`src/rtl/mips_pkg.sv`:
```
// Shared definitions for the 5-stage MIPS core: ALU operation codes and the
// control bundle carried through the ID/EX pipeline register.
package mips_pkg;

  localparam logic [3:0] ALU_AND  = 4'b0000;
  localparam logic [3:0] ALU_OR   = 4'b0001;
  localparam logic [3:0] ALU_ADD  = 4'b0010;
  localparam logic [3:0] ALU_XOR  = 4'b0011;
  localparam logic [3:0] ALU_NOR  = 4'b0100;
  localparam logic [3:0] ALU_SLTU = 4'b0101;
  localparam logic [3:0] ALU_SUB  = 4'b0110;
  localparam logic [3:0] ALU_SLT  = 4'b0111;
  localparam logic [3:0] ALU_SLL  = 4'b1000;
  localparam logic [3:0] ALU_SRL  = 4'b1001;
  localparam logic [3:0] ALU_SRA  = 4'b1011;

  // Control bits that travel with an instruction from ID into EX.
  typedef struct packed {
    logic       valid;
    logic       reg_write;
    logic       mem_read;
    logic       mem_write;
    logic       alu_src_imm;
    logic       shift_imm;
    logic [3:0] alu_signals;
  } idex_ctrl_t;

  localparam idex_ctrl_t IDEX_CTRL_BUBBLE = '0;

  // All shift operations share the top bit of the ALU code.
  function automatic logic is_shift_op(input logic [3:0] sig);
    return sig[3];
  endfunction

endpackage

```
`src/rtl/id_ex_operand_stage_fwd_select.sv`:
```
// Priority forwarding mux for one EX source register. A newer result in
// EX/MEM beats an older one in MEM/WB; register 0 is hard-wired to zero in
// the register file and must never pick up a forwarded value.
module fwd_select #(
  parameter int WIDTH = 32,
  parameter int RA_W  = 5
) (
  input  logic [RA_W-1:0]  src_i,
  input  logic [WIDTH-1:0] reg_data_i,
  input  logic             exmem_reg_write_i,
  input  logic [RA_W-1:0]  exmem_rd_i,
  input  logic [WIDTH-1:0] exmem_result_i,
  input  logic             memwb_reg_write_i,
  input  logic [RA_W-1:0]  memwb_rd_i,
  input  logic [WIDTH-1:0] memwb_result_i,
  output logic [WIDTH-1:0] fwd_data_o
);

  logic exmem_hit;
  logic memwb_hit;

  // Pick the youngest in-flight producer of the source register, else the file value.
  always_comb begin
    exmem_hit  = exmem_reg_write_i & (exmem_rd_i != '0) & (exmem_rd_i == src_i);
    memwb_hit  = memwb_reg_write_i & (memwb_rd_i != '0) & (memwb_rd_i == src_i);
    fwd_data_o = reg_data_i;
    if (exmem_hit) begin
      fwd_data_o = exmem_result_i;
    end else if (memwb_hit) begin
      fwd_data_o = memwb_result_i;
    end
  end

endmodule

```
`src/rtl/id_ex_operand_stage.sv`:
```
// ID/EX pipeline register with EX-side operand forwarding and load-use
// hazard detection. A load in EX whose destination is read by the ID
// instruction turns the next capture into a bubble and freezes IF/ID.
// Optional feature: define ID_EX_BUBBLE_CNT_EN to add a 32-bit bubble_count
// output counting bubbles written because of a hazard or a flush.
module id_ex_operand_stage
  import mips_pkg::*;
#(
  parameter int WIDTH = 32,
  parameter int RA_W  = 5
) (
  input  logic             clk,
  input  logic             rst_n,
  input  logic             stall,
  input  logic             flush,
  input  logic             id_valid,
  input  logic [RA_W-1:0]  id_rs,
  input  logic [RA_W-1:0]  id_rt,
  input  logic [RA_W-1:0]  id_rd,
  input  logic [WIDTH-1:0] id_rs_data,
  input  logic [WIDTH-1:0] id_rt_data,
  input  logic [WIDTH-1:0] id_imm,
  input  logic [4:0]       id_shamt,
  input  logic [3:0]       id_alu_signals,
  input  logic             id_alu_src_imm,
  input  logic             id_shift_imm,
  input  logic             id_reg_write,
  input  logic             id_mem_read,
  input  logic             id_mem_write,
  input  logic             exmem_reg_write,
  input  logic [RA_W-1:0]  exmem_rd,
  input  logic [WIDTH-1:0] exmem_result,
  input  logic             memwb_reg_write,
  input  logic [RA_W-1:0]  memwb_rd,
  input  logic [WIDTH-1:0] memwb_result,
  output logic [WIDTH-1:0] alu_x,
  output logic [WIDTH-1:0] alu_y,
  output logic [3:0]       alu_signals,
  output logic [WIDTH-1:0] ex_store_data,
  output logic [RA_W-1:0]  ex_rd,
  output logic             ex_valid,
  output logic             ex_reg_write,
  output logic             ex_mem_read,
  output logic             ex_mem_write,
  output logic             load_use_stall
`ifdef ID_EX_BUBBLE_CNT_EN
  ,
  output logic [31:0]      bubble_count
`endif
);

  idex_ctrl_t       ctrl_q,    ctrl_d;
  logic [RA_W-1:0]  rd_q,      rd_d;
  logic [RA_W-1:0]  rs_q,      rs_d;
  logic [RA_W-1:0]  rt_q,      rt_d;
  logic [WIDTH-1:0] rs_data_q, rs_data_d;
  logic [WIDTH-1:0] rt_data_q, rt_data_d;
  logic [WIDTH-1:0] imm_q,     imm_d;
  logic [4:0]       shamt_q,   shamt_d;

  logic             hazard;
  logic             bubble_w;
  logic [WIDTH-1:0] fwd_rs;
  logic [WIDTH-1:0] fwd_rt;

  // A load in EX cannot forward in time to an ID instruction that reads its target.
  always_comb begin
    hazard = id_valid & ctrl_q.valid & ctrl_q.mem_read & (rd_q != '0) &
             ((rd_q == id_rs) | (rd_q == id_rt));
    load_use_stall = hazard & ~flush;
  end

  // Next-state selection: flush beats stall, stall beats hazard, else capture ID.
  always_comb begin
    ctrl_d    = ctrl_q;
    rd_d      = rd_q;
    rs_d      = rs_q;
    rt_d      = rt_q;
    rs_data_d = rs_data_q;
    rt_data_d = rt_data_q;
    imm_d     = imm_q;
    shamt_d   = shamt_q;
    bubble_w  = 1'b0;
    if (flush) begin
      bubble_w = 1'b1;
    end else if (stall) begin
      bubble_w = 1'b0;
    end else if (hazard) begin
      bubble_w = 1'b1;
    end else begin
      ctrl_d.valid       = id_valid;
      ctrl_d.reg_write   = id_reg_write;
      ctrl_d.mem_read    = id_mem_read;
      ctrl_d.mem_write   = id_mem_write;
      ctrl_d.alu_src_imm = id_alu_src_imm;
      ctrl_d.shift_imm   = id_shift_imm;
      ctrl_d.alu_signals = id_alu_signals;
      rd_d      = id_rd;
      rs_d      = id_rs;
      rt_d      = id_rt;
      rs_data_d = id_rs_data;
      rt_data_d = id_rt_data;
      imm_d     = id_imm;
      shamt_d   = id_shamt;
    end
    if (bubble_w) begin
      ctrl_d    = IDEX_CTRL_BUBBLE;
      rd_d      = '0;
      rs_d      = '0;
      rt_d      = '0;
      rs_data_d = '0;
      rt_data_d = '0;
      imm_d     = '0;
      shamt_d   = '0;
    end
  end

  // The pipeline register itself; reset leaves an empty, side-effect-free slot.
  always_ff @(posedge clk or negedge rst_n) begin
    if (!rst_n) begin
      ctrl_q    <= IDEX_CTRL_BUBBLE;
      rd_q      <= '0;
      rs_q      <= '0;
      rt_q      <= '0;
      rs_data_q <= '0;
      rt_data_q <= '0;
      imm_q     <= '0;
      shamt_q   <= '0;
    end else begin
      ctrl_q    <= ctrl_d;
      rd_q      <= rd_d;
      rs_q      <= rs_d;
      rt_q      <= rt_d;
      rs_data_q <= rs_data_d;
      rt_data_q <= rt_data_d;
      imm_q     <= imm_d;
      shamt_q   <= shamt_d;
    end
  end

`ifdef ID_EX_BUBBLE_CNT_EN
  logic [31:0] bubble_cnt_q;

  // Count every bubble written by a flush or hazard; a held register is not a bubble.
  always_ff @(posedge clk or negedge rst_n) begin
    if (!rst_n) begin
      bubble_cnt_q <= '0;
    end else if (bubble_w) begin
      bubble_cnt_q <= bubble_cnt_q + 32'd1;
    end
  end

  assign bubble_count = bubble_cnt_q;
`endif

  fwd_select #(.WIDTH(WIDTH), .RA_W(RA_W)) u_fwd_rs (
    .src_i             (rs_q),
    .reg_data_i        (rs_data_q),
    .exmem_reg_write_i (exmem_reg_write),
    .exmem_rd_i        (exmem_rd),
    .exmem_result_i    (exmem_result),
    .memwb_reg_write_i (memwb_reg_write),
    .memwb_rd_i        (memwb_rd),
    .memwb_result_i    (memwb_result),
    .fwd_data_o        (fwd_rs)
  );

  fwd_select #(.WIDTH(WIDTH), .RA_W(RA_W)) u_fwd_rt (
    .src_i             (rt_q),
    .reg_data_i        (rt_data_q),
    .exmem_reg_write_i (exmem_reg_write),
    .exmem_rd_i        (exmem_rd),
    .exmem_result_i    (exmem_result),
    .memwb_reg_write_i (memwb_reg_write),
    .memwb_rd_i        (memwb_rd),
    .memwb_result_i    (memwb_result),
    .fwd_data_o        (fwd_rt)
  );

  // Shifts operate on rt by shamt or rs[4:0]; everything else is rs op (imm or rt).
  always_comb begin
    if (is_shift_op(ctrl_q.alu_signals)) begin
      alu_x = fwd_rt;
      if (ctrl_q.shift_imm) begin
        alu_y = {{(WIDTH-5){1'b0}}, shamt_q};
      end else begin
        alu_y = {{(WIDTH-5){1'b0}}, fwd_rs[4:0]};
      end
    end else begin
      alu_x = fwd_rs;
      alu_y = ctrl_q.alu_src_imm ? imm_q : fwd_rt;
    end
    alu_signals   = ctrl_q.alu_signals;
    ex_store_data = fwd_rt;
    ex_rd         = rd_q;
    ex_valid      = ctrl_q.valid;
    ex_reg_write  = ctrl_q.reg_write;
    ex_mem_read   = ctrl_q.mem_read;
    ex_mem_write  = ctrl_q.mem_write;
  end

endmodule
```
`config.mk`:
```
export PLATFORM = sky130hd
export DESIGN_NAME = id_ex_operand_stage
export DESIGN_NICKNAME = d
export VERILOG_FILES = /design/src/rtl/mips_pkg.sv /design/src/rtl/id_ex_operand_stage_fwd_select.sv /design/src/rtl/id_ex_operand_stage.sv
export SDC_FILE = /design/constraint.sdc
export NUM_CORES = 1
export LEC_CHECK = 0
export ABC_CLOCK_PERIOD_IN_PS = 2500
export BUFFER_PORTS_ARGS = -buffer_cell sky130_fd_sc_hd__buf_2
export CAP_MARGIN = 40
export CORE_ASPECT_RATIO = 1.1
export CORE_MARGIN = 2
export CORE_UTILIZATION = 43
export CTS_BUF_LIST = sky130_fd_sc_hd__clkbuf_2
export DETAILED_ROUTE_END_ITERATION = 16
export PLACE_DENSITY = 0.71
export SYNTH_ARGS = -nofsm -noshare
export SYNTH_HDL_FRONTEND = slang
export SYNTH_SLANG_ARGS = --single-unit
```
`constraint.sdc`:
```
create_clock -name clk -period 2.5 [get_ports clk]
set_input_delay 0.125 -clock clk [delete_from_list [all_inputs] [get_ports clk]]
set_output_delay 0.125 -clock clk [all_outputs]
set_load 0.1 [all_outputs]
```
---- Word-level counts from Yosys, hierarchy flattened ----
Index checks and enable logic that the tools add are counted.
storage, ports and cells
  flip-flop bits (word level) ............. 126
  bits in latches ......................... 0
  bits in writable memories ............... 0
  ROM bits ................................ 0
  input bits .............................. 206
  output and inout bits ................... 110
  word-level logic and storage cells ...... 83
  memories ................................ 0
cells by class
  add/subtract/negate cells ............... 0
  multipliers ............................. 0
  div/mod/pow operators ................... 0
  magnitude comparators ................... 0
  eq/ne operators ......................... 9
  shift-type cells ........................ 0
  mux-type cells .......................... 43
  bitwise logic cells ..................... 13
  reductions and logical operators ........ 4
operators with widths
  kind                                                    count
  2-to-1 mux 32 bit                                       19
  2-to-1 mux 5 bit                                        17
  2-to-1 mux 10 bit                                       4
  == test 5 bit                                           6
  nonzero test 5 bit                                      3
  bitwise AND 1 bit                                       11
  inequality test 2 x 1 -> 1 bit (second input constant)  3
  2-to-1 mux 1 bit                                        3
  AND reduction 3 bit                                     1
  NOT 1 bit                                               1
  bitwise OR 1 bit                                        1

---- Longest topological paths before layout ----
  depth after elaboration ................. 9
  gate-level depth with buffers ........... 8
  mapped depth without buffers ............ 6

---- Cells and area by module ----
A second synthesis with hierarchy kept.
unflattened totals
  cells, all modules ...................... 1139
  area total of the unflattened synthesis .. 9370.2 µm²
modules (own cells, without submodules)
  module               times used  cells each  area each (µm²)  sequential area each (µm²)
  id_ex_operand_stage  1           769         7035.5           3153.0
  fwd_select           2           185         1167.4           0.0

---- Worst setup path before layout ----
No wires, ideal clock.
  path kind ............................... reg2out
  start point ............................. register rt_q[3]
  end point ............................... output port alu_x[4]
  arrival ................................. 3.839 ns
  required time ........................... 2.375 ns
  path slack .............................. -1.464 ns
  cell stages (with the launch flop) ...... 7
  path buffers ............................ 0
  cells stage by stage .................... dfrtp_1 -> xnor2_1 -> nand4_1 -> or4b_2 -> o21a_1 -> a21oi_1 -> a21o_1
on the way
  longest elaborated chain between the ends .. 5
  elaborated cells on any way between the ends .. 7
  classes of those cells .................. eq/ne (2); mux (3); bitwise (2)
RTL lines
  element                     RTL line                              RTL
  from (decl)                 id_ex_operand_stage.sv:55             logic [RA_W-1:0] rt_q, rt_d;
  from (signal assigned)      id_ex_operand_stage.sv:133            rt_q <= rt_d;
  == test 5 bit               id_ex_operand_stage_fwd_select.sv:25  memwb_hit = memwb_reg_write_i & (memwb_rd_i != '0) & (memwb_rd_i == src_i);
  bitwise AND 1 bit           id_ex_operand_stage_fwd_select.sv:25
  2-to-1 mux 32 bit           id_ex_operand_stage_fwd_select.sv:29  end else if (memwb_hit) begin
  2-to-1 mux 32 bit (*)       id_ex_operand_stage_fwd_select.sv:27  if (exmem_hit) begin
  named net ex_store_data[4]  id_ex_operand_stage.sv:39             output logic [WIDTH-1:0] ex_store_data,
  2-to-1 mux 32 bit (*)       id_ex_operand_stage.sv:182            if (is_shift_op(ctrl_q.alu_signals)) begin
  to (decl)                   id_ex_operand_stage.sv:36             output logic [WIDTH-1:0] alu_x,
Mark *: on every way through the listed nets, which the timed path passes. The rest lies on a longest branch.

---- Worst setup path in the final report ----
  start point ............................. register rt_q[3]
  end point ............................... output port alu_y[8]
on the way
  longest elaborated chain between the ends .. 6
  elaborated cells on any way between the ends .. 8
  classes of those cells .................. eq/ne (2); mux (4); bitwise (2)
RTL lines
  element                RTL line                              RTL
  == test 5 bit          id_ex_operand_stage_fwd_select.sv:25
  bitwise AND 1 bit      id_ex_operand_stage_fwd_select.sv:25
  2-to-1 mux 32 bit      id_ex_operand_stage_fwd_select.sv:29
  2-to-1 mux 32 bit (*)  id_ex_operand_stage_fwd_select.sv:27
  2-to-1 mux 32 bit (*)  id_ex_operand_stage.sv:191            alu_y = ctrl_q.alu_src_imm ? imm_q : fwd_rt;
  2-to-1 mux 32 bit (*)  id_ex_operand_stage.sv:182
  to (decl)              id_ex_operand_stage.sv:37             output logic [WIDTH-1:0] alu_y,
Every way passes the cells marked *; elsewhere a longest branch is shown, timed or not.

==> impl_metrics.csv <==
group,metric,value,unit
finish,final_cell_mix,"buf_2 (217), nand2_1 (154), dlygate4sd3_1 (128)",
critical_path,path_buf_inv,4,
finish,syn2layout_area_growth,94.6,%
critical_path,crit_family,"buffers and inverters",
floorplanning,core_region_area,17100,um^2
critical_path,crit_path_top_delay_cell,"dfrtp_1",
power,max-vdd-ir-drop,0.000361,V
drt,num_vias,9320,
yosys,ys_ff_latch,126,
drt,drtAntennaViolNets,0,
clocking,clk_latency,710,ps
drt,drc,0,
sta,worst_slew_pin_slew,753,ps
global_routing,antenna_found_initial,4,
floorplanning,start_util,44.1,%
clocking,tritoncts,"done",
critical_path,cp_common_cell,"buf_12",
yosys,netlist_area,7550,um^2
yosys,ys_warn_count,0,
sta,setup_viol,96,
power,p_leak,6.51,nW
drt,wl_per_cell,24.1,um
yosys,seq_area_frac_synth,41.7,%
global_routing,grt_pass1_wl,50700,um
finish,finalInstanceArea,14700,um^2
floorplanning,die_width,130,um
yosys,async_reset_ff_share,100,%
power,power.density,486,nW/um^2
clocking,clk_pin_slew,210,ps
sta,slew_headroom,49.8,%
critical_path,critPathKind,"flop to output pin",
finish,final_nets,1502,
sta,finalCriticalPeriod,3230,ps
clocking,clockBufferDepth,2,
sta,rsz0062_at_grt,"yes",
outcome,violations,"setup timing",
placed_design,gp_congestion,0.895,
drt,wl,37200,um
sta,setup_tns,-56050,ps
global_routing,grt_use_total,35.8,%
critical_path,cp_max_fo,5,
critical_path,crit_required,2380,ps
clocking,cts_root_buf,"clkbuf_2",
floorplanning,die-area,18600,um^2
sta,slew_viol_final,0,
yosys,syn_avg_cell_area,9.26,um^2
drt,drt_iter0_markers,771,
critical_path,critical_path.max_stage_delay,470,ps
global_routing,first_global_vias,9368,
sta,skew,36.6,ps
worst_hold_path,hold_class,"input port to flop",
placed_design,port_buffers,315,
run,drv_cap,0,
sta,max_freq,0.310,GHz
critical_path,cp-start-kind,"flop",
sta,hold_violations,0,
global_routing,overflow,0,
critical_path,crit_chain,"xnor2_2 -> nand4_1 -> nor4_4 -> buf_6 -> buf_12 -> buf_16 -> mux2i_4 -> o21ai_4 -> a22o_4 -> buf_12",
placed_design,placed_area,11400,um^2
yosys,synth_cell_type_count,46,
clocking,numCtsBuffers,17,
critical_path,endpoint_kind,"output pin",
critical_path,cp_data_arrival_time,3100,ps
yosys,synth_nets,1022,
placed_design,dp_hpwl,19600,um
yosys,synth_flop_cell,"dfrtp_1",
floorplanning,fp.dieH,143,um
yosys,syn_inst,816,
global_routing,grt_max_degree,68,
clocking,cts.htree.levels,4,
floorplanning,io_pins,316,
floorplanning,rows,50,
finish,drive_above_1_share,48.2,%
drt,routed_via_density,6.02,
sta,worst_slack,-725,ps
outcome,status,"finished with violations",
finish,final_common_cell,"buf_2",
drt,first_pass_iters,5,
yosys,synth-edff-count,0,
sta,period_share,129,%
clocking,cts_sinks,126,
[path summary, 6_finish.rpt]
check,startpoint,to,slack (ps),cells after the start
setup / recovery,rt_q[3],alu_y[8],-730,10
hold / removal,stall,rt_q[0],60,4
setup reg to reg,ex_rd[2],rs_data_q[31],450,7
hold reg to reg,imm_q[30],imm_q[30],530,2
max in group asynchronous,rst_n,imm_q[31],1460,4
min in group asynchronous,rst_n,rt_q[0],480,4
[per-layer routing]
metal	up-vias	wire [um]	track usage, %
met4	0	2590	20.1
li1	3898	-	-
met5	-	0	0
met2	703	19200	63.1
met1	4501	12600	39.8
met3	218	2900	7.83
[sequential cells by signal, summed over array words and instances, names as in the netlist]
register	cells
alu_signals	4
rs_data_q	32
rt_q	5
rt_data_q	32
ex_mem_read	1
ex_reg_write	1
ex_valid	1
ex_rd	5
shamt_q	5
imm_q	32
ex_mem_write	1
ctrl_q	2
rs_q	5
[cells in the mapped netlist, drive strengths merged, types with 3 or more instances]
cell type | number | area [um^2]
dfrtp | 126 | 3150
a21o | 32 | 240
nor4 | 3 | 48.8
mux2i | 62 | 621
nand3 | 5 | 30.0
o21bai | 5 | 37.5
inv | 10 | 37.5
a22o | 86 | 753
nor3 | 4 | 25.0
nor2 | 46 | 180
or4 | 3 | 30.0
nand2 | 168 | 631
a221o | 8 | 80.1
a21oi | 74 | 370
xnor2 | 22 | 200
a211oi | 32 | 240
o21ai | 33 | 278
xor2 | 8 | 70.1
clkbuf | 38 | 143
buf | 32 | 231
[metrics by stage]
stage	hold slack, ps	instances	setup slack, ps	total power [mW]	util, %
after global routing	28.5	1547	-847	7.34	85.7
final	60.0	1548	-725	7.14	85.7
after detailed placement	75.6	1318	49.8	5.19	66.7
after global placement	72.9	1318	162	5.16	66.7
after CTS	20.1	1508	-658	6.84	80.4
after floorplan	-171	816	-280	4.09	-
[worst min-delay path: stages]
cell	delay, ps
buf_2	180
o21bai_4	90
buf_12	210
a21oi_1	140
[logic make-up after synthesis]
kind of cell	after synthesis	share of synthesized area (%)
AO/OA/AOI/OAI	279	27.5
flip-flops	126	41.7
AND/OR/NAND/NOR	239	13.5
XOR/XNOR	30	3.58
buffers and inverters	80	5.45
multiplexers	62	8.22
[cell type report]
cell class	instances	area [um^2]
Clock buffer	21	105
Timing Repair Buffer	530	5510
Multi-Input combinational cell	611	5440
Fill cell	827	2440
Tap cell	234	293
Clock inverter	11	143
Sequential cell	126	3160
Inverter	10	37.5
Antenna cell	5	12.5
[where the power goes]
part / internal, mW / switching (mW)
sequential: 2.16 / 0.127
combinational: 1.39 / 2.07
clock: 0.569 / 0.823
total: 4.11 / 3.02
[what timing repair did]
item / 4_1_cts / 5_1_grt
setup buffers: 23 / 30
resized for setup: 87 / 97
hold buffers: 129 / 0
setup endpoints to repair: 97 / 97
hold endpoints to repair: 252 / 0
gates cloned: 6 / 6
pin swaps: 15 / 37
Note: power is estimated with default switching activity, not from simulation.
